`src/rtl/hub75_scan_engine_if.sv`:
```
// Signal bundle between the HUB75 scan engine, its controller/framebuffer side and the panel pins.
// The master modport is the scan engine; the slave modport is whatever drives enable/brightness and consumes the pins.
interface hub75_scan_engine_if #(
  parameter int COL_BITS  = 6,
  parameter int ROW_BITS  = 4,
  parameter int BIT_DEPTH = 6
) ();
  logic                 enable;
  logic [7:0]           brightness;
  logic [COL_BITS-1:0]  column_address;
  logic                 pixel_load;
  logic                 clk_pixel;
  logic                 row_latch;
  logic                 output_enable;
  logic [ROW_BITS-1:0]  row_address;
  logic [ROW_BITS-1:0]  row_address_active;
  logic [BIT_DEPTH-1:0] brightness_mask;
  logic                 frame_start;

  modport master (
    input  enable, brightness,
    output column_address, pixel_load, clk_pixel, row_latch, output_enable,
           row_address, row_address_active, brightness_mask, frame_start
  );

  modport slave (
    output enable, brightness,
    input  column_address, pixel_load, clk_pixel, row_latch, output_enable,
           row_address, row_address_active, brightness_mask, frame_start
  );
endinterface

```
`src/rtl/hub75_scan_engine.sv`:
```
// HUB75 scan controller: shifts one bitplane of a row while the previously latched plane is displayed,
// with BCM on-times scaled by a global brightness and OE-low guard bands around every latch.
module hub75_scan_engine #(
  parameter int COLUMNS      = 64,
  parameter int COL_BITS     = 6,
  parameter int ROW_BITS     = 4,
  parameter int BIT_DEPTH    = 6,
  parameter int OE_UNIT      = 1,
  parameter int BLANK_CYCLES = 8
) (
  input  logic              clk_in,
  input  logic              reset,
  hub75_scan_engine_if.master bus
);

  localparam int DW = $clog2(OE_UNIT + 1) + BIT_DEPTH;
  localparam int PW = DW + 8;
  localparam int BW = $clog2(BLANK_CYCLES + 1);
  localparam logic [COL_BITS-1:0] LAST_COL   = COL_BITS'(COLUMNS - 1);
  localparam logic [BW-1:0]       BLANK_LAST = BW'(BLANK_CYCLES - 1);

  typedef enum logic [2:0] {IDLE, SHIFT, WAIT_OE, BLANK_PRE, LATCH, BLANK_POST} state_t;

  state_t          state;
  logic [DW-1:0]   disp_cnt;
  logic [DW-1:0]   disp_nx;
  logic [BW-1:0]   blank_cnt;

  // Product is kept at full width so the >>8 never loses high bits of the scaled unit.
  function automatic logic [DW-1:0] plane_on_time(input logic [BIT_DEPTH-1:0] mask,
                                                  input logic [7:0] level);
    logic [PW-1:0] unit;
    logic [PW-1:0] prod;
    unit = '0;
    for (int i = 0; i < BIT_DEPTH; i++)
      if (mask[i]) unit = PW'(OE_UNIT) << i;
    prod = unit * PW'(level);
    return DW'(prod >> 8);
  endfunction

  // The counter only moves in cycles where OE is actually high, so blanking never eats display time.
  assign disp_nx = disp_cnt - DW'(bus.output_enable);

  always_ff @(posedge clk_in or negedge reset) begin
    if (!reset) begin
      state                  <= IDLE;
      disp_cnt               <= '0;
      blank_cnt              <= '0;
      bus.column_address     <= '0;
      bus.pixel_load         <= 1'b0;
      bus.clk_pixel          <= 1'b0;
      bus.row_latch          <= 1'b0;
      bus.output_enable      <= 1'b0;
      bus.row_address        <= '0;
      bus.row_address_active <= '0;
      bus.brightness_mask    <= BIT_DEPTH'(1);
      bus.frame_start        <= 1'b0;
    end else begin
      disp_cnt          <= disp_nx;
      bus.output_enable <= (disp_nx != '0);
      bus.pixel_load    <= 1'b0;
      bus.row_latch     <= 1'b0;
      bus.frame_start   <= 1'b0;
      case (state)
        IDLE: begin
          if (bus.enable) begin
            state              <= SHIFT;
            bus.pixel_load     <= 1'b1;
            bus.clk_pixel      <= 1'b0;
            bus.column_address <= '0;
            bus.frame_start    <= (bus.row_address == '0) && (bus.brightness_mask == BIT_DEPTH'(1));
          end
        end
        SHIFT: begin
          if (!bus.clk_pixel) begin
            bus.clk_pixel <= 1'b1;
          end else if (bus.column_address == LAST_COL) begin
            bus.clk_pixel <= 1'b0;
            if (disp_nx == '0) begin
              state             <= BLANK_PRE;
              blank_cnt         <= BLANK_LAST;
              bus.output_enable <= 1'b0;
            end else begin
              state <= WAIT_OE;
            end
          end else begin
            bus.clk_pixel      <= 1'b0;
            bus.pixel_load     <= 1'b1;
            bus.column_address <= bus.column_address + COL_BITS'(1);
          end
        end
        WAIT_OE: begin
          if (disp_cnt == '0) begin
            state             <= BLANK_PRE;
            blank_cnt         <= BLANK_LAST;
            bus.output_enable <= 1'b0;
          end
        end
        BLANK_PRE: begin
          bus.output_enable <= 1'b0;
          if (blank_cnt == '0) begin
            state                  <= LATCH;
            bus.row_latch          <= 1'b1;
            bus.row_address_active <= bus.row_address;
            disp_cnt               <= plane_on_time(bus.brightness_mask, bus.brightness);
            if (bus.brightness_mask[BIT_DEPTH-1]) begin
              bus.brightness_mask <= BIT_DEPTH'(1);
              bus.row_address     <= bus.row_address + ROW_BITS'(1);
            end else begin
              bus.brightness_mask <= bus.brightness_mask << 1;
            end
          end else begin
            blank_cnt <= blank_cnt - BW'(1);
          end
        end
        LATCH: begin
          bus.output_enable <= 1'b0;
          state             <= BLANK_POST;
          blank_cnt         <= BLANK_LAST;
        end
        BLANK_POST: begin
          if (blank_cnt != '0) begin
            bus.output_enable <= 1'b0;
            blank_cnt         <= blank_cnt - BW'(1);
          end else if (bus.enable) begin
            state              <= SHIFT;
            bus.pixel_load     <= 1'b1;
            bus.clk_pixel      <= 1'b0;
            bus.column_address <= '0;
            bus.frame_start    <= (bus.row_address == '0) && (bus.brightness_mask == BIT_DEPTH'(1));
          end else begin
            state <= IDLE;
          end
        end
        default: state <= IDLE;
      endcase
    end
  end

endmodule

```
`src/flat_wrapper.sv`:
```
// flat-port wrapper written by rule: the top's interface ports become plain ports
module hub75_scan_engine_flat 
#(
  parameter int COLUMNS      = 64,
  parameter int COL_BITS     = 6,
  parameter int ROW_BITS     = 4,
  parameter int BIT_DEPTH    = 6,
  parameter int OE_UNIT      = 1,
  parameter int BLANK_CYCLES = 8
)
  (clk_in, reset, bus_enable, bus_brightness, bus_column_address, bus_pixel_load, bus_clk_pixel, bus_row_latch, bus_output_enable, bus_row_address, bus_row_address_active, bus_brightness_mask, bus_frame_start);
  hub75_scan_engine_if #(.COL_BITS(COL_BITS), .ROW_BITS(ROW_BITS), .BIT_DEPTH(BIT_DEPTH)) bus_i ();
  input  logic clk_in;
  input  logic reset;
  input wire logic [$bits(bus_i.enable)-1:0] bus_enable;
  input wire logic [$bits(bus_i.brightness)-1:0] bus_brightness;
  output wire logic [$bits(bus_i.column_address)-1:0] bus_column_address;
  output wire logic [$bits(bus_i.pixel_load)-1:0] bus_pixel_load;
  output wire logic [$bits(bus_i.clk_pixel)-1:0] bus_clk_pixel;
  output wire logic [$bits(bus_i.row_latch)-1:0] bus_row_latch;
  output wire logic [$bits(bus_i.output_enable)-1:0] bus_output_enable;
  output wire logic [$bits(bus_i.row_address)-1:0] bus_row_address;
  output wire logic [$bits(bus_i.row_address_active)-1:0] bus_row_address_active;
  output wire logic [$bits(bus_i.brightness_mask)-1:0] bus_brightness_mask;
  output wire logic [$bits(bus_i.frame_start)-1:0] bus_frame_start;
  assign bus_i.enable = bus_enable;
  assign bus_i.brightness = bus_brightness;
  assign bus_column_address = bus_i.column_address;
  assign bus_pixel_load = bus_i.pixel_load;
  assign bus_clk_pixel = bus_i.clk_pixel;
  assign bus_row_latch = bus_i.row_latch;
  assign bus_output_enable = bus_i.output_enable;
  assign bus_row_address = bus_i.row_address;
  assign bus_row_address_active = bus_i.row_address_active;
  assign bus_brightness_mask = bus_i.brightness_mask;
  assign bus_frame_start = bus_i.frame_start;
  hub75_scan_engine #(.COLUMNS(COLUMNS), .COL_BITS(COL_BITS), .ROW_BITS(ROW_BITS), .BIT_DEPTH(BIT_DEPTH), .OE_UNIT(OE_UNIT), .BLANK_CYCLES(BLANK_CYCLES)) u_core (.clk_in(clk_in), .reset(reset), .bus(bus_i));
endmodule
```
`config.mk`:
```
export PLATFORM = sky130hd
export DESIGN_NAME = hub75_scan_engine_flat
export DESIGN_NICKNAME = d
export VERILOG_FILES = /design/src/rtl/hub75_scan_engine_if.sv /design/src/rtl/hub75_scan_engine.sv /design/src/flat_wrapper.sv
export SDC_FILE = /design/constraint.sdc
export NUM_CORES = 1
export LEC_CHECK = 0
export ABC_CLOCK_PERIOD_IN_PS = 5800
export CELL_PAD_IN_SITES_DETAIL_PLACEMENT = 1
export CELL_PAD_IN_SITES_GLOBAL_PLACEMENT = 2
export CORE_MARGIN = 1
export CORE_UTILIZATION = 37
export CTS_BUF_LIST = sky130_fd_sc_hd__clkbuf_4
export DETAILED_ROUTE_END_ITERATION = 10
export GPL_TIMING_DRIVEN = 0
export MAX_ROUTING_LAYER = met4
export PLACE_DENSITY = 0.92
export SKIP_LAST_GASP = 1
export SYNTH_ARGS = -nofsm -noshare
export SYNTH_HDL_FRONTEND = slang
export SYNTH_SLANG_ARGS = --single-unit
```
`constraint.sdc`:
```
create_clock -name clk_in -period 5.8 [get_ports clk_in]
set_clock_uncertainty 0.2 [all_clocks]
set_input_delay 1.16 -clock clk_in [delete_from_list [all_inputs] [get_ports clk_in]]
set_output_delay 1.16 -clock clk_in [all_outputs]
set_load 0.02 [all_outputs]
```
==> results of run 1 <==
where the power goes:
group / internal, mW / switching (mW) / total (mW)
sequential: 0.328 / 0.0650 / 0.393
combinational: 0.167 / 0.191 / 0.358
clock: 0.0463 / 0.0948 / 0.141
total: 0.542 / 0.351 / 0.892
per-layer routing:
| layer | vias to the layer above | track usage | part of all wire |
|---|---|---|---|
| met5 | - | - | 0 |
| met4 | 0 | 0.0491 | 0.014 |
| met3 | 7 | 0.0180 | 0.017 |
| met2 | 36 | 0.331 | 0.51 |
| met1 | 1399 | 0.225 | 0.46 |
| li1 | 1393 | - | - |
through the flow:
stage | util | hold slack, ps
4_1_cts | 0.452 | 297
5_1_grt | 0.452 | 319
3_3_place_gp | 0.442 | 263
2_1_floorplan | - | 288
3_5_place_dp | 0.443 | 279
6_report | 0.452 | 292
path summary, 6_finish.rpt:
| path | from | end | slack, ps |
|---|---|---|---|
| setup / recovery | bus_brightness[7] | u_core.disp_cnt[4] | 340 |
| hold / removal | u_core.bus.brightness_mask[0] | u_core.bus.brightness_mask[0] | 290 |
| setup reg to reg | u_core.bus.brightness_mask[5] | u_core.disp_cnt[4] | 370 |
| hold reg to reg | u_core.bus.brightness_mask[0] | u_core.bus.brightness_mask[0] | 290 |
| max in group asynchronous | reset | u_core.bus.brightness_mask[0] | 4390 |
| min in group asynchronous | reset | u_core.blank_cnt[1] | 490 |
what timing repair did:
item	in CTS	in global routing
pin swaps	0	1
setup buffers	0	0
endpoints found under the setup margin	6	6
resized for setup	3	2
kinds of logic (layout without fill, tap and decap cells):
logic type / after synthesis / in the layout
DFF: 39 / 39
xor gates and xnor gates: 18 / 18
and+or+nand+nor: 162 / 162
buffers and inverters: 51 / 95
muxes: 5 / 5
AOI/OAI and AO/OA: 56 / 56
adders and majority gates: 64 / 64
layout make-up:
type                       count  area, sq um
timing repair buffer          36          365
sequential                    39          977
tap                          129          161
clock inverter                 3         20.0
buffer                         9         38.8
inverter                      42          158
clock buffer                   5         37.5
multi-input combinational    305         2460
fill                        1110         5110
critical path: cells and delay by family:
| kind | cells | cell delay, ps |
|---|---|---|
| AO/OA/AOI/OAI | 4 | 820 |
| buffers and inverters | 4 | 750 |
| XOR/XNOR | 1 | 160 |
| AND/OR/NAND/NOR | 1 | 110 |
| adder cells (fa/ha/maj) | 5 | 2470 |
layout by cell type, fill, tap and decap left out, types with 3 or more instances in the layout:
| cell type | count |
|---|---|
| dfrtp_1 | 38 |
| buf_2 | 5 |
| clkbuf_1 | 5 |
| nand2b_1 | 4 |
| nand3_1 | 6 |
| clkdlybuf4s50_1 | 34 |
| nor2_1 | 25 |
| o21ai_0 | 22 |
| and4_1 | 3 |
| nand2_1 | 52 |
| ha_1 | 41 |
| clkbuf_4 | 5 |
| o21ai_1 | 4 |
| nor3_1 | 3 |
| and3_1 | 8 |
| xor2_1 | 12 |
| xnor2_1 | 6 |
| fa_1 | 23 |
| inv_1 | 41 |
| nand3b_1 | 5 |
| mux2i_1 | 3 |
| a21oi_1 | 9 |
| and2_1 | 34 |
sequential cells by signal (all words and copies together) (netlist names):
name,flops
u_core.bus.clk_pixel,1
u_core.bus.row_address_active,4
u_core.bus.pixel_load,1
u_core.bus.row_address,4
u_core.state,3
u_core.bus.brightness_mask,6
u_core.blank_cnt,4
u_core.bus.frame_start,1
u_core.bus.output_enable,1
u_core.bus.column_address,6
u_core.bus.row_latch,1
u_core.disp_cnt,7
==> flow_summary_export.csv, run 1 <==
group,metric,value,unit
clock_network,postCtsHoldBufs,0,
worst_setup_path,crit_path_end_kind,"register",
power_and_ir_drop,finalPower,892,uW
clock_network,cts-root-buf,"clkbuf_4",
worst_hold_path,hold_depth,2,
logic_synthesis,syn_avg_cell_area,9.13,sq um
route,drc_errors,0,
clock_network,clock_path_buffers,2,
logic_synthesis,post-synth-top-count-cell,"nand2_1",
finish,final_nets,513,
timing,slew-limit-headroom,0.517,
logic_synthesis,yosysUniqueCellTypes,57,
grt,grt_pass1_wl,14.6,mm
logic_synthesis,synth_nets,470,
logic_synthesis,synth_seq_cells,39,
route,routed_wl,8.23,mm
floorplan,dieArea,10100,sq um
clock_network,tritoncts,"done",
worst_setup_path,path_common_cell,"fa_1",
logic_synthesis,yosysWarnings,0,
worst_setup_path,crit_required,5830,ps
clock_network,clock_latency,350,ps
outcome,status,"complete, no violations",
route,drtIter0Drc,89,
floorplan,rows,35,
floorplan,core,9330,sq um
timing,finalHoldViolations,0,
logic_synthesis,synthMuxAreaShare,0.0146,
placed_design,dp_hpwl,6.76,mm
grt,antenna_found_initial,0,
placed_design,dp.cells,560,
floorplan,start_util,0.387,
worst_setup_path,cp_slowest_stage_delay,580,ps
finish,final_cell_area,4210,sq um
worst_setup_path,ff2ff_path_depth,16,
timing,period_needed,5460,ps
logic_synthesis,synthCells,395,
worst_setup_path,arrival,5490,ps
power_and_ir_drop,vdd_ir_drop_max,0.122,mV
logic_synthesis,synth_edf_count,0,
logic_synthesis,synthTopCellsByArea,"dfrtp_1 (26%), ha_1 (14%), fa_1 (13%), and2_1 (5.9%), nand2_1 (5.4%)",
timing,finalSetupTns,0,ps
power_and_ir_drop,power_density,212,nW/um^2
finish,drive_above_1_share,0.0729,
floorplan,ios,36,
logic_synthesis,netlist.area_leader.share,0.264,
timing,fmax,0.183,GHz
worst_setup_path,path_cells,"clkdlybuf4s50_1 > nand2_1 > fa_1 > fa_1 > inv_1 > fa_1 > inv_1 > fa_1 > inv_1 > ha_1 > o21ai_1 > o21ai_0 > a41oi_1 > xor2_1 > o21ai_0",
logic_synthesis,synth-simple-area-share,0.249,
logic_synthesis,async_reset_ff_frac,1.00,
route,vias,2835,
finish,stdcell_count,568,
floorplan,die_h,101,um
timing,rsz0062_at_grt,"false",
logic_synthesis,ys_seq_area_frac,0.271,
floorplan,die_x,101,um
timing,worst_slack,339,ps
timing,maxSlewViolCount,0,
logic_synthesis,synthFlopType,"dfrtp_1",
logic_synthesis,synth_compound_area_frac,0.0978,
grt,grt_pass1_vias,3106,
clock_network,htree_num_levels,2,
placed_design,portBuffers,35,
power_and_ir_drop,p_leak,2.15,nW
logic_synthesis,synth_top_area_cell,"dfrtp_1",
worst_setup_path,slowest_stage,"clkdlybuf4s50_1",
logic_synthesis,synth-xor-area-share,0.0437,
logic_synthesis,synthAdderAreaFrac,0.270,
logic_synthesis,netlist_area,3610,sq um
timing,worst_pin_slew,722,ps
placed_design,place_area,4130,sq um
timing,finalSetupViolations,0,
clock_network,cts.sinks,39,
job,maxCapViolCount,0,
grt,grt_usage,0.186,
placed_design,post-place-ws,-256,ps
grt,overflow,0,
worst_setup_path,worst-setup-path-type,"in -> reg",
timing,post-route-period-util,0.942,
route,ant_nets,0,
worst_hold_path,hold_path.class,"reg -> reg",
grt,grt_max_degree,29,
worst_setup_path,crit_fanout,6,
finish,synthToLayoutAreaGrowth,16.8,%
placed_design,routabilityCongestion,0.817,
route,wire_per_inst,14.5,um
worst_setup_path,start_kind,"input pin",
finish,diodes,0,
route,vias_per_cell,4.99,
logic_synthesis,netlist_top_cells_count,"nand2_1 (52), ha_1 (41), inv_1 (41), dfrtp_1 (38), and2_1 (34)",
clock_network,numCtsBuffers,5,
logic_synthesis,synth_top_family_by_area,"adder cells",
route,drtPass1Iterations,4,
clock_network,clkSlewWorstSetupHoldPaths,130,ps
Power figures use the tool's default switching activity.
==> inputs of run 2 (changes only) <==
--- a/config.mk
+++ b/config.mk
@@ -5,7 +5,7 @@
 export SDC_FILE = /design/constraint.sdc
 export NUM_CORES = 1
 export LEC_CHECK = 0
-export ABC_CLOCK_PERIOD_IN_PS = 5800
+export ABC_CLOCK_PERIOD_IN_PS = 6050
 export CELL_PAD_IN_SITES_DETAIL_PLACEMENT = 1
 export CELL_PAD_IN_SITES_GLOBAL_PLACEMENT = 2
 export CORE_MARGIN = 1
@@ -15,6 +15,7 @@
 export GPL_TIMING_DRIVEN = 0
 export MAX_ROUTING_LAYER = met4
 export PLACE_DENSITY = 0.92
+export REMOVE_ABC_BUFFERS = 1
 export SKIP_LAST_GASP = 1
 export SYNTH_ARGS = -nofsm -noshare
 export SYNTH_HDL_FRONTEND = slang
==> constraint.sdc (replaced) <==
create_clock -name clk_in -period 6.05 [get_ports clk_in]
set_clock_uncertainty 0.2 [all_clocks]
set_input_delay 1.21 -clock clk_in [delete_from_list [all_inputs] [get_ports clk_in]]
set_output_delay 1.21 -clock clk_in [all_outputs]
set_load 0.02 [all_outputs]
==> run 2 against run 1 <==
Against the previous run:
- final area down 1.5%
- critical path type is now reg -> reg
- critical endpoint unchanged
- via count about the same
- largest power group unchanged
- die area unchanged
- sequential power down 3%
==> flow_summary_export.csv, run 2 (synthesis results as in run 1) <==
group,metric,value,unit
power_and_ir_drop,power_density,205,nW/um^2
worst_setup_path,crit_required,6030,ps
floorplan,ios,36,
finish,top_register,"u_core.disp_cnt",
route,vias,2836,
grt,overflow,0,
finish,utilization,0.445,
route,routed_wl,7.95,mm
grt,grt_pass1_vias,2960,
timing,post-route-period-util,0.939,
clock_network,cts-root-buf,"clkbuf_4",
worst_hold_path,hold_depth,2,
finish,drive_above_1_share,0.0583,
timing,worst_pin_slew,887,ps
floorplan,die_h,101,um
floorplan,dieArea,10100,sq um
route,drtIter0Drc,81,
grt,antenna_found_initial,0,
finish,reg_top3,"u_core.disp_cnt x7, u_core.bus.brightness_mask x6, u_core.bus.column_address x6",
timing,fmax,0.176,GHz
route,drtPass1Iterations,4,
finish,nFillCells,1098,
timing,rsz0062_at_grt,"false",
grt,grt_usage,0.179,
clock_network,clock_latency,340,ps
clock_network,htree_num_levels,2,
timing,fin_hold_ws,296,ps
timing,finalHoldViolations,0,
clock_network,postCtsSetupBuffers,0,
placed_design,post-place-ws,-101,ps
placed_design,routabilityCongestion,0.816,
grt,grt_pass1_wl,14.2,mm
timing,maxSlewViolCount,0,
timing,finalSetupTns,0,ps
timing,slew-limit-headroom,0.409,
finish,diodes,0,
power_and_ir_drop,finalPower,850,uW
route,wire_per_inst,14.2,um
job,maxCapViolCount,0,
placed_design,portBuffers,35,
power_and_ir_drop,p_leak,2.12,nW
worst_setup_path,arrival,5660,ps
worst_hold_path,hold_path.class,"reg -> reg",
timing,period_needed,5680,ps
timing,worst_slack,371,ps
clock_network,tritoncts,"done",
grt,grt_max_degree,40,
floorplan,start_util,0.387,
worst_setup_path,crit_fanout,19,
power_and_ir_drop,vdd_ir_drop_max,0.101,mV
finish,synthToLayoutAreaGrowth,15.1,%
route,drc_errors,0,
finish,largest_register_ffs,7,
worst_setup_path,start_kind,"register",
clock_network,cts.sinks,39,
clock_network,clkSlewWorstSetupHoldPaths,120,ps
floorplan,rows,35,
clock_network,postCtsHoldBufs,0,
finish,layout_commonest_cell,"nand2_1",
worst_setup_path,ff2ff_path_depth,16,
finish,layout_common_cells,"nand2_1 (52), inv_1 (41), ha_1 (41)",
floorplan,core,9330,sq um
floorplan,die_x,101,um
clock_network,numCtsBuffers,5,
route,ant_nets,0,
placed_design,dp_hpwl,6.31,mm
outcome,status,"complete, no violations",
clock_network,clock_path_buffers,2,
finish,final_nets,503,
worst_setup_path,crit_path_end_kind,"register",
route,vias_per_cell,5.08,
timing,finalSetupViolations,0,
worst_setup_path,worst-setup-path-type,"reg -> reg",
## run 2: where the power goes
part,total [mW],internal [mW],switching (mW)
Combinational,0.335,0.157,0.178
Sequential,0.380,0.315,0.0657
Clock,0.135,0.0483,0.0867
## run 2: path summary, 6_finish.rpt
kind | start | to | slack, ps
max in group asynchronous | reset | u_core.bus.row_address[2] | 4310
min in group asynchronous | reset | u_core.blank_cnt[3] | 770
worst min-delay path | u_core.bus.brightness_mask[0] | u_core.bus.brightness_mask[0] | 300
worst max-delay path | u_core.bus.brightness_mask[5] | u_core.disp_cnt[4] | 370
worst min register to register | u_core.bus.brightness_mask[0] | u_core.bus.brightness_mask[0] | 300
worst max register to register | u_core.bus.brightness_mask[5] | u_core.disp_cnt[4] | 370
## run 2: area by class of cell
cell class / count / area (sq um) / area share
clock inverter: 2 / 8.76 / 0.00211
clock buffer: 6 / 45.0 / 0.0109
multi-input combinational: 305 / 2450 / 0.591
timing repair buffer: 35 / 345 / 0.0832
inverter: 42 / 158 / 0.0380
sequential: 39 / 977 / 0.235
tap: 129 / 161 / 0.0389
## run 2: repair_timing
action                                  4_1_cts  5_1_grt
cloned                                        0        0
resized for setup                             2        2
endpoints found under the setup margin        3        6
## run 2: through the flow
step	area [sq um]	std cells
6_report	4150	558
5_1_grt	4150	558
4_1_cts	4140	558
3_5_place_dp	4080	550
3_3_place_gp	4080	550
2_1_floorplan	3570	386
## run 2: critical path: stages (launching register included)
cell and delay (ps):
dfrtp_1 640, nor4_4 500, and3b_1 380, nand2_1 120, fa_1 530, fa_1 560, inv_1 60, fa_1 550
inv_1 60, fa_1 540, inv_1 50, ha_1 300, o21ai_1 290, o21ai_0 170, a41oi_1 290, xor2_1 170
o21ai_0 100
## run 2: routing by layer
metal,vias to the layer above,wire length [um],GRT usage
li1,1377,-,-
met1,1419,3650,0.228
met2,36,4080,0.311
met5,-,0,-
met4,0,48,0.0401
met3,4,170,0.0153
